==> config.mk <==
export PLATFORM = sky130hd
export DESIGN_NAME = pid_controller
export DESIGN_NICKNAME = d
export VERILOG_FILES = /design/src/rtl/pid_controller_pkg.sv /design/src/rtl/pid_controller_tick.sv /design/src/rtl/pid_controller.sv
export SDC_FILE = /design/constraint.sdc
export NUM_CORES = 2
export LEC_CHECK = 0
export CAP_MARGIN = 20
export CELL_PAD_IN_SITES_DETAIL_PLACEMENT = 1
export CELL_PAD_IN_SITES_GLOBAL_PLACEMENT = 1
export CORE_MARGIN = 1
export CORE_UTILIZATION = 43
export CTS_CLUSTER_DIAMETER = 150
export CTS_CLUSTER_SIZE = 20
export DETAILED_ROUTE_END_ITERATION = 16
export PLACE_DENSITY_LB_ADDON = 0.1
export SYNTH_ARGS = -nofsm -noshare
export SYNTH_HDL_FRONTEND = slang
export SYNTH_SLANG_ARGS = --single-unit
==> constraint.sdc <==
create_clock -name CLK -period 13.3 [get_ports CLK]
set_input_delay 1.995 -clock CLK [delete_from_list [all_inputs] [get_ports CLK]]
set_output_delay 1.995 -clock CLK [all_outputs]
set_load 0.01 [all_outputs]
==> src/rtl/pid_controller_pkg.sv <==
// Shared definitions for the PID motor controller: mode encodings, FSM
// states and the symmetric saturation helper.
package pid_controller_pkg;

  localparam logic [7:0] MODE_POSITION     = 8'd0;
  localparam logic [7:0] MODE_VELOCITY     = 8'd1;
  localparam logic [7:0] MODE_DISPLACEMENT = 8'd2;
  localparam logic [7:0] MODE_DIRECT       = 8'd3;

  typedef enum logic [2:0] {
    S_IDLE, S_ERR, S_PMUL, S_IMUL, S_DMUL, S_SUM, S_OUT
  } state_t;

  // Clamp a signed value into [-lim, +lim]; lim is treated as unsigned.
  function automatic logic signed [63:0] sat_signed(input logic signed [63:0] v,
                                                    input logic [62:0]        lim);
    logic signed [63:0] hi;
    hi = $signed({1'b0, lim});
    if (v > hi)  return hi;
    if (v < -hi) return -hi;
    return v;
  endfunction

endpackage

==> src/rtl/pid_controller_tick.sv <==
// Free-running period counter; tick is high for the one cycle in which the
// counter sits at PERIOD-1 and is about to wrap.
module tick_gen #(
  parameter int PERIOD = 16000
) (
  input  logic CLK,
  input  logic reset,
  output logic tick
);
  localparam int CW = (PERIOD > 1) ? $clog2(PERIOD) : 1;

  logic [CW-1:0] cnt;

  assign tick = (cnt == CW'(PERIOD - 1));

  // Count 0..PERIOD-1 and wrap.
  always_ff @(posedge CLK) begin
    if (reset)     cnt <= '0;
    else if (tick) cnt <= '0;
    else           cnt <= cnt + 1'b1;
  end
endmodule

==> src/rtl/pid_controller.sv <==
// Periodic PID loop: snapshots inputs on each tick, then walks a short FSM
// that time-shares one signed multiplier for the P, I and D products and
// publishes a saturated duty with a one-cycle update_done pulse.
import pid_controller_pkg::*;

module pid_controller #(
  parameter int UPDATE_PERIOD = 16000,
  parameter int DUTY_WIDTH    = 24
) (
  input  logic                         CLK,
  input  logic                         reset,
  input  logic signed [DUTY_WIDTH-1:0] setpoint,
  input  logic [7:0]                   control_mode,
  input  logic signed [DUTY_WIDTH-1:0] Kp,
  input  logic signed [DUTY_WIDTH-1:0] Ki,
  input  logic signed [DUTY_WIDTH-1:0] Kd,
  input  logic [DUTY_WIDTH-1:0]        PWMLimit,
  input  logic [DUTY_WIDTH-1:0]        IntegralLimit,
  input  logic [DUTY_WIDTH-1:0]        deadband,
  input  logic signed [DUTY_WIDTH-1:0] encoder0_position,
  input  logic signed [DUTY_WIDTH-1:0] displacement,
  output logic signed [DUTY_WIDTH-1:0] duty,
  output logic                         update_done
);
  localparam int DW = DUTY_WIDTH;
  localparam int PW = 2*DW + 1;   // product width; D operand is DW+1 bits
  localparam int SW = 2*DW + 2;   // accumulation width
  localparam logic signed [DW:0] ERR_MAX = (DW+1)'(2**(DW-1) - 1);
  localparam logic signed [DW:0] ERR_MIN = (DW+1)'(-(2**(DW-1)));
  localparam logic [DW-1:0]      LIM_MAX = DW'(2**(DW-1) - 1);

  logic tick;
  tick_gen #(.PERIOD(UPDATE_PERIOD)) u_tick (.CLK(CLK), .reset(reset), .tick(tick));

  state_t state, state_nxt;

  logic signed [DW-1:0] sp_s, kp_s, ki_s, kd_s, meas_s, err_r, err_prev, sum_r, enc_prev;
  logic [DW-1:0]        pl_s, il_s, db_s;
  logic [7:0]           mode_s, mode_prev;
  logic                 enc_valid, mode_chg, pid_mode;
  logic signed [DW:0]   integral, integral_nxt;
  logic signed [PW-1:0] p_r, d_r, product;
  logic signed [DW-1:0] mul_a, meas_live, err_sat, err_db, duty_nxt;
  logic signed [DW:0]   mul_b, diff, abs_err;
  logic signed [SW-1:0] int_sum, pid_sum;
  logic [DW-1:0]        lim_eff;

  assign pid_mode = (mode_s <= MODE_DISPLACEMENT);

  // State register.
  always_ff @(posedge CLK) begin
    if (reset) state <= S_IDLE;
    else       state <= state_nxt;
  end

  // Fixed walk through the compute states once a tick is seen in IDLE.
  always_comb begin
    state_nxt = state;
    case (state)
      S_IDLE:  if (tick) state_nxt = S_ERR;
      S_ERR:   state_nxt = S_PMUL;
      S_PMUL:  state_nxt = S_IMUL;
      S_IMUL:  state_nxt = S_DMUL;
      S_DMUL:  state_nxt = S_SUM;
      S_SUM:   state_nxt = S_OUT;
      default: state_nxt = S_IDLE;
    endcase
  end

  // Measurement selection on live inputs, used only at the snapshot edge.
  always_comb begin
    meas_live = '0;
    case (control_mode)
      MODE_POSITION:     meas_live = encoder0_position;
      MODE_VELOCITY:     meas_live = enc_valid ? (encoder0_position - enc_prev) : '0;
      MODE_DISPLACEMENT: meas_live = displacement;
      default:           meas_live = '0;
    endcase
  end

  // Error: widen, saturate to DW bits, then apply the deadband.
  always_comb begin
    diff = (DW+1)'(sp_s) - (DW+1)'(meas_s);
    if (diff > ERR_MAX)      err_sat = DW'(ERR_MAX);
    else if (diff < ERR_MIN) err_sat = DW'(ERR_MIN);
    else                     err_sat = diff[DW-1:0];
    abs_err = err_sat[DW-1] ? -((DW+1)'(err_sat)) : (DW+1)'(err_sat);
    err_db  = (abs_err <= $signed({1'b0, db_s})) ? '0 : err_sat;
  end

  // Shared multiplier operand steering.
  always_comb begin
    mul_a = '0;
    mul_b = '0;
    case (state)
      S_PMUL: begin mul_a = kp_s; mul_b = (DW+1)'(err_r); end
      S_IMUL: begin mul_a = ki_s; mul_b = (DW+1)'(err_r); end
      S_DMUL: begin mul_a = kd_s; mul_b = (DW+1)'(err_r) - (DW+1)'(err_prev); end
      default: ;
    endcase
    product = PW'(mul_a) * PW'(mul_b);
  end

  // Integral update with anti-windup clamp, and the final output value.
  always_comb begin
    int_sum      = SW'(integral) + SW'(product);
    integral_nxt = (DW+1)'(sat_signed(64'(int_sum), 63'(il_s)));
    pid_sum      = SW'(p_r) + SW'(d_r) + SW'(integral);
    // duty cannot hold +2^(DW-1), so larger limits collapse to the max.
    lim_eff      = (pl_s > LIM_MAX) ? LIM_MAX : pl_s;
    if (pid_mode)                  duty_nxt = DW'(sat_signed(64'(pid_sum), 63'(lim_eff)));
    else if (mode_s == MODE_DIRECT) duty_nxt = DW'(sat_signed(64'(sp_s), 63'(lim_eff)));
    else                           duty_nxt = '0;
  end

  // Datapath registers advanced by FSM state.
  always_ff @(posedge CLK) begin
    if (reset) begin
      duty <= '0; update_done <= 1'b0; integral <= '0; err_prev <= '0;
      enc_prev <= '0; enc_valid <= 1'b0; mode_prev <= MODE_POSITION; mode_chg <= 1'b0;
      sp_s <= '0; kp_s <= '0; ki_s <= '0; kd_s <= '0; meas_s <= '0; mode_s <= '0;
      pl_s <= '0; il_s <= '0; db_s <= '0; err_r <= '0; p_r <= '0; d_r <= '0; sum_r <= '0;
    end else begin
      update_done <= 1'b0;
      case (state)
        S_IDLE: if (tick) begin
          sp_s <= setpoint; kp_s <= Kp; ki_s <= Ki; kd_s <= Kd;
          pl_s <= PWMLimit; il_s <= IntegralLimit; db_s <= deadband;
          mode_s <= control_mode; meas_s <= meas_live;
          mode_chg  <= (control_mode != mode_prev);
          mode_prev <= control_mode;
          enc_prev  <= encoder0_position;
          enc_valid <= 1'b1;
        end
        S_ERR: begin
          err_r <= err_db;
          // Fresh start after a mode switch; non-PID modes keep history at 0.
          if (mode_chg || !pid_mode) begin
            integral <= '0;
            err_prev <= '0;
          end
        end
        S_PMUL: p_r <= product;
        S_IMUL: if (pid_mode) integral <= integral_nxt;
        S_DMUL: begin
          d_r <= product;
          if (pid_mode) err_prev <= err_r;
        end
        S_SUM:  sum_r <= duty_nxt;
        S_OUT: begin
          duty        <= sum_r;
          update_done <= 1'b1;
        end
        default: ;
      endcase
    end
  end
endmodule

==> impl_results.md <==
- Total of max-cap violations: 0
- Number of library cell types mapped by synthesis: 101
- Routed len/inst: around 24 µm
- Pwr/cell area: 34.8 nW/µm²
- Switching power total: 650 µW
- Pin count of the biggest net entering global routing: 102
- CORE AREA: 137000 µm²
- Number of detailed-routing iterations run before antenna repair: 5
- Arrival time reported for the critical path endpoint: 14.36 ns
- Peak VDD IR: 0.0997 mV
- Ys flop type: sky130_fd_sc_hd__dfxtp_1
- TritonCTS clock tree: built
- Vias in the first global route: 61900
- Cell chosen for the clock root: sky130_fd_sc_hd__clkbuf_16
- Setup Crit Path Kind: flop to flop
- Antenna violation net count after detailed routing: 0
- Sequential share of the synthesized area: 15.5%
- Overall fraction of global-route tracks in use: 34.9%
- Number of DRC violations after detailed-routing iteration 0: 3345
- Number of warnings printed during yosys synthesis: 0
- Worst setup EP type: flop
- Overall die width: roughly 370 µm
- Weighted congestion reported at the end of routability-driven placement: ~0.98
- Number of vias per cell: 5.73
- Number of enable-type register cells in the synthesized netlist: 0
- Relative area change from synthesis to final layout: 21.7%
- Setup Skew: between 0.05 and 0.06 ns
- Finished Core Util: between 50% and 60%
- Buffers on Ports: 250
- Routed WL: 245000 µm
- Remaining max-slew budget at the tightest pin: around 18%
- Cell count after synthesis: 7522
- Type of the most critical hold path: flop to flop
- Longest individual stage delay on the worst path: 0.58 ns
- Crit path time final: 13.74 ns
- Fraction of final layout cells with drive strength greater than 1: 15.1%
- Post-route clock period utilization: 103%
- Total congestion overflow: 0
- Htree depth: 1
- Combinational power share: 6.6%
- Setup repair after global routing missed its margin: true
- Post-route worst setup slack: -0.442 ns
- Post-route cell area: 72500 µm²
- Clock-pin slew of the registers on the worst-case setup and hold paths: 0.10 ns
- Post-synthesis area per instance: 7.93 µm²
- Number of DRC violations after detailed routing: 0
- Total half-perimeter wirelength after legalization and detailed placement: 202000 µm
- Final total power: 2.52 mW
- Static Leakage: approximately 33 nW
- Antenna violations before repair: 6
- Failing checks: setup timing
- Largest fanout on the critical path: 6
- Net Sw Frac: 25.8%
- # clock sinks: 463
- Number of buffers added by the clock tree synthesis step: 29
- Cell Int Power: between 1.5 and 2 mW
- DR vias: 57600
- Worst skew pair latency: 0.68 ns
- Row count: 136
- Largest buffer count on any clock path: 3
- Slowest cell on crit path: sky130_fd_sc_hd__fa_2
- Clock network power share: 38.4%
- Height of the die: 374 µm
- Placement-stage cell area: 69100 µm²
- Sequential fraction of design power: 54.9%
- Number of primary I/O pins: 251
- CP Data Required Time: approximately 14 ns
- Fin Hold WS: 0.455 ns
- Result of the run: finished, violations left
- Number of hold violations in the final report: 0
- Die Outline Area: ~140000 µm²
- Async SR Flop Fraction: 0%
- Peak clock frequency supported by timing: between 70 and 80 MHz
- Filler-free cell count of the finished design: between 10000 and 15000
- Yosys reg bits: 463
- Post-Place Cells: 9939
- Nature of the critical path startpoint: flop
- Final number of max-transition violations: 0
- # setup viols final: 25
- Number of nets in the layout: approximately 9700
- Cell repeated most along the worst path: sky130_fd_sc_hd__inv_2
- Actual slew at the worst max-slew pin: 1.23 ns
- First-pass GRT wire length: 377000 µm
- Area of the mapped netlist: 59600 µm²
- Initial core utilization: 43.4%
[routing by layer]
metal,part of all wire (%),vias up,wire (µm),track usage (%)
met3,4.9,448,11900,3.69
li1,-,26500,-,-
met1,42,29200,104000,45.0
met2,48,1533,117000,59.1
met5,0.013,-,33,0
met4,5.3,4,13000,15.0
[Yosys cell counts (15+ instances only)]
cell type / count / area share [%]
sky130_fd_sc_hd__or3_1: 34 / 0.36
sky130_fd_sc_hd__and3_1: 38 / 0.40
sky130_fd_sc_hd__xnor2_1: 160 / 2.4
sky130_fd_sc_hd__a31oi_1: 31 / 0.33
sky130_fd_sc_hd__o31ai_1: 29 / 0.37
sky130_fd_sc_hd__nor2_1: 638 / 4.0
sky130_fd_sc_hd__clkbuf_1: 312 / 2.0
sky130_fd_sc_hd__a22oi_1: 67 / 0.84
sky130_fd_sc_hd__a21oi_1: 671 / 5.6
sky130_fd_sc_hd__fa_1: 683 / 23
sky130_fd_sc_hd__nand3_1: 101 / 0.85
sky130_fd_sc_hd__buf_1: 19 / 0.12
sky130_fd_sc_hd__or2_2: 21 / 0.22
sky130_fd_sc_hd__nor3_1: 113 / 0.95
sky130_fd_sc_hd__o211ai_1: 47 / 0.59
sky130_fd_sc_hd__inv_1: 921 / 5.8
sky130_fd_sc_hd__a2111oi_0: 15 / 0.22
sky130_fd_sc_hd__a22o_1: 27 / 0.40
sky130_fd_sc_hd__a21o_1: 165 / 2.1
sky130_fd_sc_hd__ha_1: 575 / 12
sky130_fd_sc_hd__nor2b_1: 71 / 0.75
sky130_fd_sc_hd__o21ai_1: 26 / 0.22
sky130_fd_sc_hd__o21a_1: 52 / 0.65
sky130_fd_sc_hd__mux2i_1: 103 / 1.7
sky130_fd_sc_hd__nor3b_1: 22 / 0.28
sky130_fd_sc_hd__o21ai_0: 209 / 1.8
sky130_fd_sc_hd__nor4_1: 31 / 0.33
sky130_fd_sc_hd__dfxtp_1: 463 / 16
sky130_fd_sc_hd__o22ai_1: 36 / 0.38
sky130_fd_sc_hd__nand2b_1: 48 / 0.50
sky130_fd_sc_hd__a211oi_1: 53 / 0.67
sky130_fd_sc_hd__nand2_1: 1234 / 7.8
sky130_fd_sc_hd__nand4_1: 78 / 0.82
sky130_fd_sc_hd__xor2_1: 81 / 1.2
sky130_fd_sc_hd__and2_1: 48 / 0.50
sky130_fd_sc_hd__o21bai_1: 39 / 0.49
[cell usage in the layout (no fill, tap or decap), types with 29 or more instances in the layout]
| master | instances |
|---|---|
| sky130_fd_sc_hd__o22ai_1 | 34 |
| sky130_fd_sc_hd__nor2_1 | 613 |
| sky130_fd_sc_hd__clkdlybuf4s50_1 | 248 |
| sky130_fd_sc_hd__nand2b_1 | 44 |
| sky130_fd_sc_hd__a22oi_1 | 60 |
| sky130_fd_sc_hd__xor2_1 | 71 |
| sky130_fd_sc_hd__buf_4 | 736 |
| sky130_fd_sc_hd__a211oi_1 | 40 |
| sky130_fd_sc_hd__fa_1 | 663 |
| sky130_fd_sc_hd__a21oi_1 | 620 |
| sky130_fd_sc_hd__xnor2_1 | 141 |
| sky130_fd_sc_hd__nand3_1 | 96 |
| sky130_fd_sc_hd__o21ai_1 | 50 |
| sky130_fd_sc_hd__dfxtp_1 | 456 |
| sky130_fd_sc_hd__clkbuf_16 | 29 |
| sky130_fd_sc_hd__nor3_1 | 105 |
| sky130_fd_sc_hd__and3_1 | 35 |
| sky130_fd_sc_hd__inv_1 | 897 |
| sky130_fd_sc_hd__nand4_1 | 78 |
| sky130_fd_sc_hd__mux2i_1 | 102 |
| sky130_fd_sc_hd__o21bai_1 | 38 |
| sky130_fd_sc_hd__ha_4 | 36 |
| sky130_fd_sc_hd__nor2b_1 | 67 |
| sky130_fd_sc_hd__ha_1 | 537 |
| sky130_fd_sc_hd__o211ai_1 | 47 |
| sky130_fd_sc_hd__o21a_1 | 51 |
| sky130_fd_sc_hd__and2_1 | 43 |
| sky130_fd_sc_hd__a21oi_2 | 48 |
| sky130_fd_sc_hd__o21ai_0 | 162 |
| sky130_fd_sc_hd__or3_1 | 32 |
| sky130_fd_sc_hd__a21o_1 | 164 |
| sky130_fd_sc_hd__buf_12 | 42 |
| sky130_fd_sc_hd__nand2_1 | 1221 |
[registers in the layout (all words and copies together) (netlist names), 8 cells and up]
signal	cells
d_r	49
ki_s	24
u_tick.cnt	14
err_r	24
sp_s	24
meas_s	24
kd_s	24
pl_s	24
integral	25
kp_s	24
db_s	24
enc_prev	24
mode_prev	8
err_prev	24
p_r	49
sum_r	24
duty	24
il_s	24
[final cells by class]
type	count	area (µm²)
antenna	2	5.00
clock buffer	31	733
clock inverter	6	65.1
fill	16600	65000
inverter	924	3480
multi-input combinational	5791	47500
sequential	463	9280
tap	1794	2240
timing repair buffer	1055	9180
[through the flow]
stage | setup WS, ns | setup TNS [ns]
after floorplan | 0.0123 | 0
after global placement | -1.11 | -23.96
after detailed placement | -1.49 | -35.09
after CTS | -0.158 | -1.80
after global routing | -0.898 | -20.67
final | -0.442 | -8.95
[repair_timing]
| action | CTS | global route |
|---|---|---|
| pin swaps | 209 | 99 |
| hold endpoints to repair | 0 | 0 |
| gates resized for setup | 329 | 113 |
| hold buffers | 0 | 0 |
| buffers inserted | 66 | 25 |
| setup endpoints to repair | 25 | 25 |
| cloned | 1 | 0 |
[power groups by stage]
stage / combinational, mW / sequential, mW / clock (mW)
after floorplan: 0.0729 / 1.42 / 0
after detailed placement: 0.166 / 1.42 / 0
after CTS: 0.167 / 1.39 / 0.991
final: 0.167 / 1.39 / 0.970
after global routing: 0.179 / 1.39 / 1.03
after global placement: 0.165 / 1.42 / 0
[path summary, 6_finish.rpt]
| path | start | endpoint | slack, ns | depth (start not counted) |
|---|---|---|---|---|
| worst max-delay path | err_r[0] | integral[11] | -0.44 | 68 |
| worst min register to register | sum_r[17] | duty[17] | 0.45 | 2 |
| worst min-delay path | sum_r[17] | duty[17] | 0.45 | 2 |
| worst max register to register | err_r[0] | integral[11] | -0.44 | 68 |
[cells by family after synthesis]
kind of cell | synth area share [%]
AND/OR/NAND/NOR | 18.6
AO/OA/AOI/OAI | 17.3
flip-flops | 15.5
XOR/XNOR | 3.54
buffers and inverters | 8.07
adder cells (fa/ha/maj) | 35.0
other | 0.00629
multiplexers | 1.92
[worst max-delay path: cells and delay by family (launching register included)]
kind,cells,cell delay [ns]
AOI/OAI and AO/OA,24,4.17
xor gates and xnor gates,3,0.50
adders and majority gates,13,5.35
buffers and inverters,13,1.36
DFF,1,0.35
and+or+nand+nor,15,1.91
Note: power is estimated with default switching activity, not from simulation.
